==> config.mk <==
export PLATFORM = sky130hd
export DESIGN_NAME = camera_cfg_seq
export DESIGN_NICKNAME = d
export VERILOG_FILES = /design/src/rtl/camera_pkg.sv /design/src/rtl/cfg_delay_timer.sv /design/src/rtl/camera_cfg_seq.sv
export SDC_FILE = /design/constraint.sdc
export NUM_CORES = 1
export LEC_CHECK = 0
export ABC_AREA = 1
export BUFFER_PORTS_ARGS = -buffer_cell sky130_fd_sc_hd__buf_4
export CORE_MARGIN = 1.5
export CORE_UTILIZATION = 50
export CTS_CLUSTER_DIAMETER = 80
export CTS_CLUSTER_SIZE = 10
export DETAILED_ROUTE_END_ITERATION = 16
export PLACE_DENSITY_LB_ADDON = 0.25
export REMOVE_ABC_BUFFERS = 1
export SETUP_SLACK_MARGIN = 0.02
export SLEW_MARGIN = 20
export SYNTH_ARGS = -nofsm -noshare
export SYNTH_HDL_FRONTEND = slang
export SYNTH_SLANG_ARGS = --single-unit
==> constraint.sdc <==
create_clock -name clk -period 3.72 [get_ports clk]
set_input_delay 0.186 -clock clk [delete_from_list [all_inputs] [get_ports clk]]
set_output_delay 0.186 -clock clk [all_outputs]
set_load 0.03 [all_outputs]
==> src/rtl/camera_pkg.sv <==
// Shared encodings for the camera configuration sequencer: FSM states,
// ROM control words and the SCCB write request record.
package camera_pkg;

    typedef enum logic [2:0] {
        IDLE,
        FETCH,
        DECODE,
        ISSUE,
        WAIT,
        DELAY,
        DONE
    } state_t;

    localparam logic [15:0] END_WORD   = 16'hFFFF;
    localparam logic [15:0] DELAY_WORD = 16'hFFF0;

    typedef struct packed {
        logic [7:0] addr;
        logic [7:0] val;
    } sccb_req_t;

endpackage

==> src/rtl/cfg_delay_timer.sv <==
// Down-counter for ROM delay entries: load arms DELAY_CYC cycles, count
// advances while in DELAY, expire flags the last counted cycle.
module cfg_delay_timer #(
    parameter int DELAY_CYC = 500000
) (
    input  logic clk,
    input  logic reset,
    input  logic load,
    input  logic count,
    output logic expire
);
    localparam int CW = (DELAY_CYC < 2) ? 1 : $clog2(DELAY_CYC + 1);

    logic [CW-1:0] cnt;

    always_ff @(posedge clk) begin
        if (reset)
            cnt <= '0;
        else if (load)
            cnt <= CW'(DELAY_CYC);
        else if (count && cnt != '0)
            cnt <= cnt - 1'b1;
    end

    // A zero-length delay still spends one cycle in DELAY.
    assign expire = count && (cnt <= CW'(1));

endmodule

==> src/rtl/camera_cfg_seq.sv <==
// Walks a config ROM and issues SCCB register writes, delays and an end marker.
// Define CFG_RETRY_EN to reissue NACKed writes up to MAX_RETRY times.
module camera_cfg_seq
    import camera_pkg::*;
#(
    parameter int ROM_AW    = 8,
    parameter int DELAY_CYC = 500000,
    parameter int MAX_RETRY = 3
) (
    input  logic              clk,
    input  logic              reset,
    input  logic              load_rom,
    output logic              done_rom,
    output logic              cfg_err,
    output logic [ROM_AW-1:0] rom_addr,
    input  logic [15:0]       rom_data,
    input  logic              sccb_ready,
    output logic              sccb_start,
    output logic [7:0]        sccb_reg,
    output logic [7:0]        sccb_val,
    input  logic              sccb_done,
    input  logic              sccb_nack
);
    localparam logic [ROM_AW-1:0] LAST_ADDR = '1;

    state_t    state;
    sccb_req_t req;
    logic      tmr_load, tmr_count, tmr_expire;
    logic      entry_done, entry_fail;

`ifdef CFG_RETRY_EN
    localparam int RCW = (MAX_RETRY < 1) ? 1 : $clog2(MAX_RETRY + 1);
    logic [RCW-1:0] retry_cnt;
    logic           retry_now;
`endif

    assign sccb_reg  = req.addr;
    assign sccb_val  = req.val;
    assign tmr_load  = (state == DECODE) && (rom_data == DELAY_WORD);
    assign tmr_count = (state == DELAY);

    cfg_delay_timer #(.DELAY_CYC(DELAY_CYC)) u_delay (
        .clk    (clk),
        .reset  (reset),
        .load   (tmr_load),
        .count  (tmr_count),
        .expire (tmr_expire)
    );

    // entry_done: current ROM entry is finished (write settled or delay elapsed).
    always_comb begin
        entry_done = 1'b0;
        entry_fail = 1'b0;
`ifdef CFG_RETRY_EN
        retry_now  = 1'b0;
`endif
        case (state)
            WAIT: if (sccb_done) begin
`ifdef CFG_RETRY_EN
                if (sccb_nack && retry_cnt < RCW'(MAX_RETRY)) begin
                    retry_now = 1'b1;
                end else begin
                    entry_done = 1'b1;
                    entry_fail = sccb_nack;
                end
`else
                entry_done = 1'b1;
                entry_fail = sccb_nack;
`endif
            end
            DELAY:   entry_done = tmr_expire;
            default: ;
        endcase
    end

    always_ff @(posedge clk) begin
        if (reset) begin
            state      <= IDLE;
            done_rom   <= 1'b0;
            cfg_err    <= 1'b0;
            rom_addr   <= '0;
            sccb_start <= 1'b0;
            req        <= '0;
`ifdef CFG_RETRY_EN
            retry_cnt  <= '0;
`endif
        end else begin
            sccb_start <= 1'b0;
            case (state)
                IDLE, DONE: if (load_rom) begin
                    done_rom <= 1'b0;
                    cfg_err  <= 1'b0;
                    rom_addr <= '0;
                    state    <= FETCH;
                end
                FETCH: state <= DECODE;
                DECODE: begin
                    if (rom_data == END_WORD) begin
                        done_rom <= 1'b1;
                        state    <= DONE;
                    end else if (rom_data == DELAY_WORD) begin
                        state <= DELAY;
                    end else begin
                        req   <= '{addr: rom_data[15:8], val: rom_data[7:0]};
                        state <= ISSUE;
                    end
                end
                // req stays frozen until the next DECODE, covering the whole transfer.
                ISSUE: if (sccb_ready) begin
                    sccb_start <= 1'b1;
                    state      <= WAIT;
                end
                WAIT, DELAY: ;
                default: state <= IDLE;
            endcase

            if (entry_done) begin
                if (entry_fail)
                    cfg_err <= 1'b1;
                // Running off the end of the ROM without an end marker is an error.
                if (rom_addr == LAST_ADDR) begin
                    cfg_err  <= 1'b1;
                    done_rom <= 1'b1;
                    state    <= DONE;
                end else begin
                    rom_addr <= rom_addr + 1'b1;
                    state    <= FETCH;
                end
            end

`ifdef CFG_RETRY_EN
            if (retry_now) begin
                retry_cnt <= retry_cnt + 1'b1;
                state     <= ISSUE;
            end
            if (state == DECODE || entry_done)
                retry_cnt <= '0;
`endif
        end
    end

endmodule
Word-level counts from Yosys, hierarchy flattened. Cells that the tools add are included.

Register bits: 49. Bits in latches: 0. RAM bits: 0. Bits in read-only memories: 0. Input port bits: 22. Output and inout port bits: 27. Word-level logic and storage cells: 67. Memories kept: 0.

Add/subtract/negate cells: 2. Multiply operators: 0. Divide/modulo/power cells: 0. Magnitude comparators: 1. Equal/unequal tests: 12. Shift operators: 0. Muxes and demuxes: 28. Bitwise logic cells: 3. Reduce and logical (&&, ||, !) cells: 12.

Operators by type and width (count): 2-to-1 mux 19 bit (2); equality test 16 bit (second input constant) (2); 2-to-1 mux 8 bit (4); less-or-equal comparator 19 x 1 -> 1 bit (second input constant) (1); nonzero test 19 bit (1); subtractor 19 x 1 -> 19 bit (second input constant) (1); 2-to-1 mux 3 bit (6); case mux 3 bit (5 select lines) (1); 2-to-1 mux 1 bit (13); equality test 3 bit (second input constant) (3); adder 8 x 1 -> 8 bit (second input constant) (1); equality test 8 bit (second input constant) (1); OR reduction 2 bit (4); equality test 3 x 2 -> 1 bit (second input constant) (2); inequality test 3 bit (second input constant) (2); AND reduction 3 bit (2); case mux 1 bit (2 select lines) (2); equality test 3 x 1 -> 1 bit (second input constant) (1); logical AND 1 bit (3); zero test 3 bit (1); inverter 1 bit (3); inequality test 2 bit (second input constant) (1); nonzero test 2 bit (1).

Longest topological paths before layout. Gate-level depths: netlist of run 1.

Word-level depth: 6. Gate-level depth with buffers: 13. Depth with buffers taken out: 12.

Modules after synthesis. A second synthesis of run 1 with hierarchy kept.

Cells, all modules: 506. Area total of the unflattened synthesis: 3080.5 sq um.

Modules (own cells, without submodules): camera_cfg_seq (times used 1, cells an instance 298, area an instance 1770.4 sq um, seq. area each 600.6 sq um); cfg_delay_timer (times used 1, cells an instance 208, area an instance 1310.0 sq um, seq. area each 380.4 sq um).

Worst setup path after synthesis of run 1. OpenSTA, ideal clock, no wires.

Path type: reg-to-reg. From: register rom_addr[0]. To: register rom_addr[4]. Library setup time: 0.070 ns. Arrival time: 1.691 ns. Data required time: 3.650 ns. Slack: 1.960 ns. Cell stages (with the launch flop): 11. Path buffers: 1. Period minus slack after synthesis: 1.760 ns. Path through: dfxtp_1 -> ha_1 -> nand3_1 -> nor3_2 -> nand2_1 -> nor2_2 -> inv_2 -> nand2_4 -> buf_6 -> nand3_1 -> a21oi_1.

Cells in the longest elaborated chain, start to end: 3. Elaborated cells between the ends (all ways): 4. Classes of those cells: add/sub: 1; eq/ne: 1; mux: 2.

RTL lines: start: declaration (RTL line camera_cfg_seq.sv:15) `output logic [ROM_AW-1:0] rom_addr,`; start signal: assignment (RTL line camera_cfg_seq.sv:126) `rom_addr <= rom_addr + 1'b1;`; adder 8 x 1 -> 8 bit / equality test 8 bit (equally long branches) (RTL line camera_cfg_seq.sv:126, camera_cfg_seq.sv:121); 2-to-1 mux 8 bit (*) (RTL line camera_cfg_seq.sv:121) `if (rom_addr == LAST_ADDR) begin`; 2-to-1 mux 8 bit (*) (RTL line camera_cfg_seq.sv:117) `if (entry_done) begin`.

Mark *: on every way between the ends. The rest lies on a longest branch, timed or not. A chain may end at the register's enable or synchronous reset.

Final worst setup path of run 1.
From: register u_delay.cnt[0]. To: register u_delay.cnt[4].

Cells in the longest elaborated chain, start to end: 2. Elaborated cells between the ends (all ways): 3. Classes of those cells: add/sub: 1; reduce/logical: 2.

RTL lines: start: declaration (RTL line cfg_delay_timer.sv:14) `logic [CW-1:0] cnt;`; start signal: assignment (RTL line cfg_delay_timer.sv:20) `cnt <= CW'(DELAY_CYC);`; start signal: assignment (RTL line cfg_delay_timer.sv:22) `cnt <= cnt - 1'b1;`; parallel branches: the longest is 2 deep, another holds subtractor 19 x 1 -> 19 bit.

Parallel ways; which one is timed is not known.

==> metrics.csv, run 1 <==
stage;metric;value;unit
floorplanning;start_util;0.528;
final_layout;stdcell_area;0.00319;mm^2
critical_path;critPathCaptureType;flip-flop;
route;wl_per_cell;12.2;um
route;viasPerCell;5.23;
timing;worst_pin_slew;0.486;ns
timing;worst_clock_skew;0.0122;ns
placed_design;dp_slack;1.83;ns
placed_design;place_hpwl;4640;um
power;power.density;409;mW/mm^2
floorplanning;dieArea;0.00591;mm^2
power;p_leak;1.46;nW
route;vias;2639;
clock_tree;cts.clk_slew.worst_paths;0.10;ns
critical_path;arrival;2.10;ns
logic_synthesis;synth-edff-count;0;
timing;rsz0062_at_grt;no;
run;cap_violations;0;
logic_synthesis;ys_warn_count;0;
clock_tree;clk_latency;0.31;ns
global_routing;use_met3;0.0321;
timing;min_period;1.90;ns
clock_tree;cts.sinks;49;
final_layout;fill_cells;470;
final_layout;nNetsFinal;460;
final_layout;regMostFlops;u_delay.cnt;
timing;slew_violations;0;
final_layout;syn_to_final_growth;16.8;%
critical_path;cp_data_required_time;3.92;ns
placed_design;place_area;0.00309;mm^2
status;status;finished clean;
global_routing;top_usage_layer;met2;
power;pwr-share-comb;0.284;
logic_synthesis;ys_ff_latch;49;
logic_synthesis;synth_area_leaders;dfxtp_1 (36%), nand2_1 (13%), a21oi_1 (7.7%), nand3_1 (7.2%), nor2_1 (6.9%);
logic_synthesis;synth_most_common_cell;nand2_1;
placed_design;place_inst;497;
critical_path;worst-setup-path-type;flip-flop to flip-flop;
logic_synthesis;synthArstFlopShare;0;
power;seq_power_share;0.460;
final_layout;largest_reg_flops;19;
final_layout;final_cells;505;
power;intPower;0.833;mW
global_routing;antenna_found_initial;0;
route;ant_nets;0;
final_layout;ff_latch_area;981;um^2
timing;tns;0;ns
global_routing;grt_util_all_layers;0.220;
timing;fmaxAchievable;0.527;GHz
clock_tree;cts_max_level;2;
route;first_iter_violations;145;
power;p_switching;0.471;mW
placed_design;portBuffers;48;
route;wl;6190;um
logic_synthesis;ys_top_cells_by_count;nand2_1 (95), nor2_1 (50), dfxtp_1 (49);
floorplanning;die_h;76.9;um
logic_synthesis;synthesis.area;0.00273;mm^2
logic_synthesis;synth_top_area_share;0.359;
final_layout;final_layout_size_suffix_gt1_frac;0.218;
global_routing;use_met1;0.271;
clock_tree;root_buffer;clkbuf_8;
floorplanning;rows;26;
timing;finalCritPeriodShare;0.510;
floorplanning;fp.coreArea;0.00517;mm^2
global_routing;grt_use_met2;0.392;
route;route.detailed.drc;0;
timing;finalSetupViolCount;0;
clock_tree;cts_max_path_buffers;2;
logic_synthesis;yosys.area.top_type;dfxtp_1;
power;swShare;0.361;
logic_synthesis;ys_seq_area_frac;0.359;
clock_tree;ctsHoldBuffers;0;
logic_synthesis;synthCells;389;
route;firstDrtPassIters;4;
floorplanning;die_x;76.9;um
timing;hold_viol;0;
hold_path;worstHoldPathType;input port to flip-flop;
power;power_frac_clock;0.255;
final_layout;antenna_cells;0;
clock_tree;ctsResizeCount;0;
critical_path;crit_fanout;15;
critical_path;critPathLaunchType;flip-flop;
global_routing;overflow;0;
clock_tree;cts_tree;done;
global_routing;grt_pass1_vias;2496;
timing;setup_slack;1.82;ns
logic_synthesis;synth_cell_types;35;
power;worst_ir_drop_vdd;0.382;mV
clock_tree;cts_setup_buffers;0;
final_layout;multi_input_area;0.00154;mm^2
floorplanning;io_pins;49;
global_routing;grt_max_degree;29;
logic_synthesis;ys.flop_type;dfxtp_1;
timing;relSlewSlack;0.673;
logic_synthesis;avgSynthCellArea;7.02;um^2
placed_design;finalWeightedCongestion;1.06;
clock_tree;numCtsBuffers;5;
global_routing;grt_pass1_wl;10800;um
==> cells by family (layout without fill, tap and decap cells) <==
kind of cell    Yosys count  after routing  synth area share
compound gates           59             59             0.119
simple gates            226            226             0.400
fa+ha+maj                 4              4            0.0183
buf+inv                  42             88            0.0747
xor+xnor                  9              9            0.0289
flops                    49             49             0.359
==> metrics by stage <==
stage	util	hold slack, ns	power, mW
2_1_floorplan	-	0.255	0.861
3_3_place_gp	0.598	0.439	0.979
3_5_place_dp	0.598	0.438	0.984
4_1_cts	0.616	0.105	1.31
5_1_grt	0.616	0.125	1.38
6_report	0.616	0.107	1.30
==> layer usage <==
| layer | part of all wire | wire (um) | vias up |
|---|---|---|---|
| met5 | 0 | 0 | - |
| met4 | 0.0097 | 60 | 0 |
| met3 | 0.032 | 195 | 7 |
| met2 | 0.49 | 3040 | 48 |
| met1 | 0.47 | 2890 | 1228 |
| li1 | - | - | 1356 |
==> worst max-delay path, cell delays in order, from the launching register on <==
cell	delay, ns
dfxtp_1	0.45
inv_2	0.10
ha_1	0.21
nor3b_1	0.13
nand3_1	0.10
nand2_2	0.19
inv_2	0.29
nand3_1	0.13
o21ai_0	0.16
a21oi_1	0.05
==> area by class of cell <==
class,count,area share
clock inverters,3,0.00785
repair buffers,48,0.113
flip-flops and latches,49,0.308
inverters,32,0.0377
clock buffers,5,0.0216
well taps,70,0.0275
multi-input cells,298,0.484
==> final timing paths <==
| kind | from | endpoint | slack (ns) | cells past startpoint |
|---|---|---|---|---|
| max | u_delay.cnt[0] | u_delay.cnt[4] | 1.82 | 9 |
| min reg2reg | sccb_val[2] | sccb_val[2] | 0.47 | 2 |
| min | sccb_ready | sccb_start | 0.11 | 3 |
| max reg2reg | u_delay.cnt[0] | u_delay.cnt[4] | 1.82 | 9 |
==> cell usage in the layout (no fill, tap or decap), drive strengths merged, types with 2 or more instances in the layout <==
| cell type | count |
|---|---|
| clkbuf | 5 |
| a21oi | 42 |
| nor3 | 8 |
| xor2 | 7 |
| xnor2 | 2 |
| inv | 33 |
| dfxtp | 49 |
| buf | 48 |
| o21ai | 11 |
| nand3 | 40 |
| nand4 | 6 |
| nor3b | 3 |
| nand2 | 103 |
| ha | 4 |
| nor2 | 63 |
| o211ai | 3 |
==> power by group through the flow <==
stage | Clock (mW) | Combinational (mW) | Sequential [mW]
5_1_grt | 0.356 | 0.412 | 0.608
6_report | 0.333 | 0.371 | 0.600
2_1_floorplan | 0 | 0.188 | 0.673
4_1_cts | 0.337 | 0.374 | 0.600
3_5_place_dp | 0 | 0.373 | 0.612
3_3_place_gp | 0 | 0.368 | 0.612
Note: power is estimated with default switching activity, not from simulation.
==> run 2: changes to the inputs <==
==> constraint.sdc (replaced) <==
create_clock -name clk -period 1.7 [get_ports clk]
set_input_delay 0.085 -clock clk [delete_from_list [all_inputs] [get_ports clk]]
set_output_delay 0.085 -clock clk [all_outputs]
set_load 0.03 [all_outputs]
==> run 2 against run 1 <==
Count of clock-buffer cells in the layout rose by 1. Combinational power up 140%. Clock power up 120%. Cell count is 5.0% higher. Register-to-register slack worse by 1.8 ns. Highest routed layer unchanged. Wire length is 9.1% higher. Critical path depth is 1 higher. Worst hold slack lost 0.097 ns. Utilization increased by 6.1 points. Non-clock buffer count rose by 25. Power rose by 130%. Critical path type unchanged.
==> metrics.csv, run 2 (same netlist as run 1, synthesis figures left out) <==
stage;metric;value;unit;change
status;status;finished clean;;
global_routing;use_met1;0.262;;-0.00920
timing;finalCritPeriodShare;0.966;;+0.455
route;ant_nets;0;;unchanged
critical_path;worst-path-buf-inv;3;;+1
floorplanning;die_h;76.9;um;unchanged
route;vias;2782;;+5.4%
hold_path;worstHoldPathType;input port to flip-flop;;
timing;min_period;1.64;ns;-0.257 ns
clock_tree;ctsHoldBuffers;0;;unchanged
critical_path;crit_family;simple AND/OR/NAND/NOR gates;;
clock_tree;root_buffer;clkbuf_8;;
floorplanning;rows;26;;unchanged
placed_design;finalWeightedCongestion;0.909;;-14%
power;power;2.95;mW;+130%
floorplanning;start_util;0.528;;unchanged
critical_path;arrival;1.88;ns;-0.22 ns
placed_design;portBuffers;48;;unchanged
timing;hold_viol;0;;unchanged
critical_path;cpMaxStageDelayCell;dfxtp_2;;
final_layout;final_common_cell;nand2_1;;
power;power.density;842;mW/mm^2;+110%
timing;finalSetupViolCount;0;;unchanged
critical_path;critPathLaunchType;flip-flop;;
timing;fmaxAchievable;0.609;GHz;+16%
clock_tree;cts_max_path_buffers;2;;unchanged
critical_path;worst-setup-path-type;flip-flop to flip-flop;;
route;firstDrtPassIters;4;;unchanged
global_routing;top_usage_layer;met2;;
timing;rsz0062_at_grt;yes;;
floorplanning;die_x;76.9;um;unchanged
clock_tree;cts_max_level;2;;unchanged
global_routing;grt_use_met2;0.372;;-0.0204
run;cap_violations;0;;unchanged
final_layout;layout_common_cells;nand2_1 (92), buf_4 (73), nor2_1 (43);;
global_routing;grt_max_degree;28;;-3.4%
route;first_iter_violations;150;;+3.4%
final_layout;syn_to_final_growth;28.4;%;
placed_design;place_inst;516;;+3.8%
route;wl;6750;um;+9.1%
route;route.detailed.drc;0;;unchanged
final_layout;largest_reg_flops;19;;unchanged
global_routing;grt_pass1_vias;2467;;-1.2%
power;worst_ir_drop_vdd;0.820;mV;+110%
final_layout;final_layout_size_suffix_gt1_frac;0.320;;+0.101
final_layout;final_cells;530;;+5.0%
timing;relSlewSlack;0.793;;+0.120
route;viasPerCell;5.25;;+0.45%
clock_tree;cts_tree;done;;
critical_path;cp_common_cell;inv_2;;
final_layout;regMostFlops;u_delay.cnt;;
clock_tree;cts.clk_slew.worst_paths;0.09;ns;about the same
timing;worst_clock_skew;0.00429;ns;-0.00796 ns
clock_tree;numCtsBuffers;5;;unchanged
critical_path;cp_data_required_time;1.94;ns;-1.98 ns
timing;worst_pin_slew;0.310;ns;-0.175 ns
critical_path;path_cells;inv_2 > ha_1 > nor3b_2 > nand3_2 > nand2_4 > buf_4 > nand2_2 > inv_2 > nand2_1 > a21oi_1;;
critical_path;crit_fanout;5;;-10
global_routing;grt_util_all_layers;0.219;;-0.000361
route;wl_per_cell;12.7;um;+3.9%
placed_design;place_hpwl;4760;um;+2.5%
final_layout;antenna_cells;0;;unchanged
floorplanning;fp.coreArea;0.00517;mm^2;unchanged
critical_path;critPathCaptureType;flip-flop;;
floorplanning;io_pins;49;;unchanged
clock_tree;cts.sinks;49;;unchanged
floorplanning;dieArea;0.00591;mm^2;unchanged
global_routing;use_met3;0.0536;;+0.0214
global_routing;overflow;0;;unchanged
timing;slew_violations;0;;unchanged
critical_path;cp_slowest_stage_delay;0.34;ns;-0.11 ns
global_routing;antenna_found_initial;0;;unchanged
clock_tree;clk_latency;0.31;ns;about the same
global_routing;grt_pass1_wl;10500;um;-2.7%
final_layout;nNetsFinal;486;;+5.7%
power;p_leak;1.64;nW;+12%
timing;holdWs;0.0102;ns;-0.0968 ns
run 2: cell types whose count changed in the layout (fill, tap and decap cells not counted), sizes merged:
| cell | previous run | this run |
|---|---|---|
| inv | 33 | 32 |
| clkbuf | 5 | 6 |
| nand2 | 103 | 104 |
| buf | 48 | 73 |
| clkinv | 1 | 0 |
run 2: layer usage:
metal,part of all wire,vias to the layer above
met5,0,-
met1,0.43,1289
met4,0.017,0
li1,-,1419
met2,0.51,62
met3,0.042,12
run 2: final timing paths:
kind	from	to	slack, ns	cells after the start
setup / recovery	u_delay.cnt[1]	u_delay.cnt[13]	0.06	10
hold / removal	sccb_ready	sccb_start	0.01	3
setup reg to reg	u_delay.cnt[1]	u_delay.cnt[13]	0.06	10
hold reg to reg	sccb_val[2]	sccb_val[2]	0.46	2
run 2: repair_timing:
item / in CTS / in global routing
resized for setup: 0 / 39
setup buffers: 0 / 6
endpoints found under the setup margin: 0 / 35
run 2: area by class of cell:
cell class | count | area [um^2]
Fill cell | 414 | 1670
Multi-Input combinational cell | 299 | 1660
Sequential cell | 49 | 997
Timing Repair Buffer | 73 | 548
Inverter | 32 | 125
Tap cell | 70 | 87.6
Clock buffer | 6 | 82.6
Clock inverter | 1 | 7.51
run 2: power breakdown:
group | internal, mW | switching [mW]
Sequential | 1.24 | 0.0744
Clock | 0.323 | 0.407
Combinational | 0.341 | 0.563
run 2: metrics by stage:
step | area [um^2] | setup TNS [ns] | util | setup WS [ns]
after floorplan | 2650 | -0.139 | - | -0.0585
after global placement | 3240 | 0 | 0.626 | 0.0948
after detailed placement | 3240 | 0 | 0.626 | 0.0556
after CTS | 3330 | 0 | 0.643 | 0.0356
after global routing | 3500 | -0.232 | 0.678 | -0.0498
final | 3500 | 0 | 0.678 | 0.0585
run 2: worst reg2reg max path, delay by kind of cell, from the launching register on:
kind / cells / cell delay, ns
AND/OR/NAND/NOR: 5 / 0.63
flip-flops: 1 / 0.34
adder cells (fa/ha/maj): 1 / 0.15
buffers and inverters: 3 / 0.32
AO/OA/AOI/OAI: 1 / 0.12
==> run 3: changes to the inputs <==
--- a/config.mk
+++ b/config.mk
@@ -5,10 +5,9 @@
 export SDC_FILE = /design/constraint.sdc
 export NUM_CORES = 1
 export LEC_CHECK = 0
-export ABC_AREA = 1
 export BUFFER_PORTS_ARGS = -buffer_cell sky130_fd_sc_hd__buf_4
 export CORE_MARGIN = 1.5
-export CORE_UTILIZATION = 50
+export CORE_UTILIZATION = 49
 export CTS_CLUSTER_DIAMETER = 80
 export CTS_CLUSTER_SIZE = 10
 export DETAILED_ROUTE_END_ITERATION = 16
==> run 3 against run 2 <==
The run now ends with setup timing left. Utilization rose by 9.9 points. Maximum frequency fell by 14%. Sequential share of layout area fell by 1.3 points. Die area fell by 8.9%. Sequential cell count did not move. Global-route usage rose by 2.9 points. Cell count fell by 16%. First-iteration DRC count fell by 13%. Register-to-register slack got worse by 0.27 ns. Non-clock buffer count rose by 43. Critical path type unchanged. Largest power group unchanged.
==> metrics.csv, run 3 <==
stage;metric;value;unit;change
floorplanning;die_h;73.4;um;-4.6%
hold_path;min_path_cells;3;;unchanged
critical_path;critPathCaptureType;flip-flop;;
timing;finalSetupViolCount;27;;+27
critical_path;cpMaxStageDelayCell;or4_4;;
logic_synthesis;synth-simple-area-share;0.274;;-0.125
final_layout;largest_reg_flops;19;;unchanged
run;cap_violations;0;;unchanged
timing;finalCritPeriodShare;1.12;;+0.158
timing;worst_pin_slew;0.442;ns;+0.131 ns
critical_path;cp_slowest_stage_delay;0.53;ns;+0.19 ns
placed_design;finalWeightedCongestion;0.870;;-4.3%
critical_path;critPathLaunchType;flip-flop;;
floorplanning;die_x;73.4;um;-4.6%
floorplanning;start_util;0.510;;-0.0173
route;wl_per_cell;15.2;um;+19%
global_routing;grt_max_degree;39;;+39%
logic_synthesis;synthCells;267;;-31%
clock_tree;numCtsBuffers;5;;unchanged
critical_path;path_cells;or4_4 > or3_4 > or4_1 > a31oi_1;;
clock_tree;cts_tree;done;;
logic_synthesis;synth_top_area_share;0.404;;+0.0449
logic_synthesis;synth_top_family_by_area;simple AND/OR/NAND/NOR gates;;
critical_path;r2r_end;u_delay.cnt[17];;
timing;tns;-2.67;ns;-2.67 ns
logic_synthesis;synth-edff-count;0;;unchanged
logic_synthesis;synthArstFlopShare;0;;unchanged
power;worst_ir_drop_vdd;0.502;mV;-39%
timing;min_period;1.91;ns;+0.268 ns
clock_tree;root_buffer;clkbuf_8;;
logic_synthesis;synth_xor_area_frac;0.0361;;+0.00722
logic_synthesis;synth_cell_types;50;;+43%
hold_path;hp-start;sccb_ready;;
floorplanning;rows;25;;-3.8%
logic_synthesis;synth_fa_ha_area_frac;0.0206;;+0.00229
timing;relSlewSlack;0.705;;-0.0876
clock_tree;cts_max_path_buffers;2;;unchanged
global_routing;overflow;0;;unchanged
critical_path;timing.rr.start;u_delay.cnt[14];;
logic_synthesis;synth_area_leaders;dfxtp_1 (40%), mux2i_1 (7.4%), nor2_1 (5.4%), xor2_1 (3.2%), a21oi_1 (2.9%);;
critical_path;worst-setup-path-type;flip-flop to flip-flop;;
logic_synthesis;ys_seq_area_frac;0.404;;+0.0449
critical_path;r2r_slack;-0.21;ns;-0.27 ns
logic_synthesis;synth_compound_area_frac;0.164;;+0.0452
logic_synthesis;ys_ff_latch;49;;unchanged
route;ant_nets;0;;unchanged
power;power.density;836;mW/mm^2;-0.72%
final_layout;regMostFlops;u_delay.cnt;;
global_routing;grt_util_all_layers;0.248;;+0.0291
route;vias;2475;;-11%
final_layout;final_common_cell;buf_4;;
timing;fmaxAchievable;0.524;GHz;-14%
route;viasPerCell;5.54;;+5.5%
logic_synthesis;ys_warn_count;0;;unchanged
timing;rsz0062_at_grt;yes;;
logic_synthesis;ys.flop_type;dfxtp_1;;
critical_path;cp_data_required_time;1.93;ns;about the same
final_layout;layout_common_cells;buf_4 (106), dfxtp_1 (40), nor2_1 (34);;
timing;slew_violations;0;;unchanged
timing;setup_slack;-0.210;ns;-0.268 ns
status;status;finished, violations left;;
floorplanning;fp.coreArea;0.00475;mm^2;-8.1%
final_layout;fill_cells;322;;-22%
critical_path;arrival;2.14;ns;+0.26 ns
timing;worst_clock_skew;0.00587;ns;+0.00158 ns
route;route.detailed.drc;0;;unchanged
power;p_leak;1.47;nW;-10%
timing;hold_viol;0;;unchanged
final_layout;nNetsFinal;405;;-17%
logic_synthesis;synth_most_common_cell;dfxtp_1;;
global_routing;grt_pass1_wl;10400;um;-0.91%
clock_tree;cts.clk_slew.worst_paths;0.09;ns;about the same
logic_synthesis;synthesis.area;0.00243;mm^2;-11%
clock_tree;cts_max_level;2;;unchanged
hold_path;worstHoldPathType;input port to flip-flop;;
logic_synthesis;ys_top_cells_by_count;dfxtp_1 (49), nor2_1 (35), mux2i_1 (18);;
hold_path;min_to;sccb_start;;
critical_path;r2r_cells;4;;-6
clock_tree;cts.sinks;49;;unchanged
floorplanning;dieArea;0.00538;mm^2;-8.9%
final_layout;syn_to_final_growth;52.2;%;
route;wl;6800;um;+0.77%
final_layout;final_layout_size_suffix_gt1_frac;0.453;;+0.133
logic_synthesis;synth.mux.area_fraction;0.0743;;+0.0743
status;violations;setup timing;;
global_routing;antenna_found_initial;0;;unchanged
logic_synthesis;avgSynthCellArea;9.09;um^2;+30%
placed_design;place_hpwl;4400;um;-7.4%
global_routing;grt_pass1_vias;2219;;-10%
route;first_iter_violations;131;;-13%
clock_tree;clk_latency;0.30;ns;about the same
critical_path;crit_fanout;3;;-2
logic_synthesis;yosys.area.top_type;dfxtp_1;;
final_layout;antenna_cells;0;;unchanged
route;firstDrtPassIters;4;;unchanged
placed_design;portBuffers;48;;unchanged
floorplanning;io_pins;49;;unchanged
power;power;3.09;mW;+4.6%
[run 3: cell types whose count changed after synthesis, moves of 6 or more]
cell,previous run,this run
nor4_1,0,6
buf_6,6,0
or3_1,0,10
nand2_1,95,12
mux2i_1,0,18
a31oi_1,0,6
a21oi_1,42,14
inv_2,7,0
nor2_2,9,0
nand3_1,39,8
nor2_1,50,35
inv_1,25,4
[run 3: final cells by class]
class                           instances  area (um^2)  area share
Timing Repair Buffer                  116          926       0.251
Multi-Input combinational cell        203         1580       0.428
Inverter                                4         17.5     0.00474
Tap cell                               67         83.8      0.0227
Clock inverter                          1         7.51     0.00203
Clock buffer                            7         76.3      0.0207
Sequential cell                        49         1000       0.271
[run 3: kinds of logic after synthesis]
family                   count (synthesis)
AND/OR/NAND/NOR                        116
AO/OA/AOI/OAI                           55
flip-flops                              49
multiplexers                            18
buffers and inverters                   15
XOR/XNOR                                10
adder cells (fa/ha/maj)                  4
[run 3: worst max path at each step]
stage	from	to	slack (ns)
after global placement	u_delay.cnt[17]	rom_addr[7]	-0.22
after global routing	u_delay.cnt[11]	u_delay.cnt[5]	-0.26
after detailed placement	u_delay.cnt[14]	rom_addr[7]	-0.24
after CTS	u_delay.cnt[14]	u_delay.cnt[17]	-0.17
after floorplan	state[1]	sccb_reg[0]	-0.24
final	u_delay.cnt[14]	u_delay.cnt[17]	-0.21
[run 3: what timing repair did]
item | in CTS | in global routing
hold buffers | 0 | 0
pin swaps | 10 | 39
endpoints found under the setup margin | 31 | 32
buffers inserted | 7 | 4
resized for setup | 31 | 31
[run 3: routing by layer]
layer | part of all wire | GRT usage | up-vias
met5 | 0 | 0 | -
met1 | 0.43 | 0.322 | 1180
met4 | 0.019 | 0.0926 | 0
met2 | 0.50 | 0.423 | 69
met3 | 0.049 | 0.0302 | 11
li1 | - | - | 1215
[run 3: report_power, final]
| group | switching [mW] | internal (mW) | leakage (nW) |
|---|---|---|---|
| clock | 0.399 | 0.292 | 0.0385 |
| combinational | 0.588 | 0.504 | 1.03 |
| sequential | 0.0605 | 1.25 | 0.402 |
| total | 1.05 | 2.04 | 1.47 |
[run 3: worst max-delay path, delay by kind of cell (launching register included)]
family / cells / cell delay [ns]
AO/OA/AOI/OAI: 1 / 0.13
AND/OR/NAND/NOR: 3 / 1.34
flip-flops: 1 / 0.37
[run 3: per-stage QoR]
step / hold slack [ns] / area (um^2) / util / instances / setup WS, ns
floorplan: 0.147 / 2380 / - / 256 / -0.238
CTS: 0.0234 / 3520 / 0.741 / 443 / -0.173
detailed placement: 0.345 / 3270 / 0.689 / 428 / -0.242
global route: 0.0243 / 3690 / 0.777 / 447 / -0.261
global placement: 0.329 / 3270 / 0.689 / 428 / -0.218
finish: 0.0247 / 3690 / 0.777 / 447 / -0.210
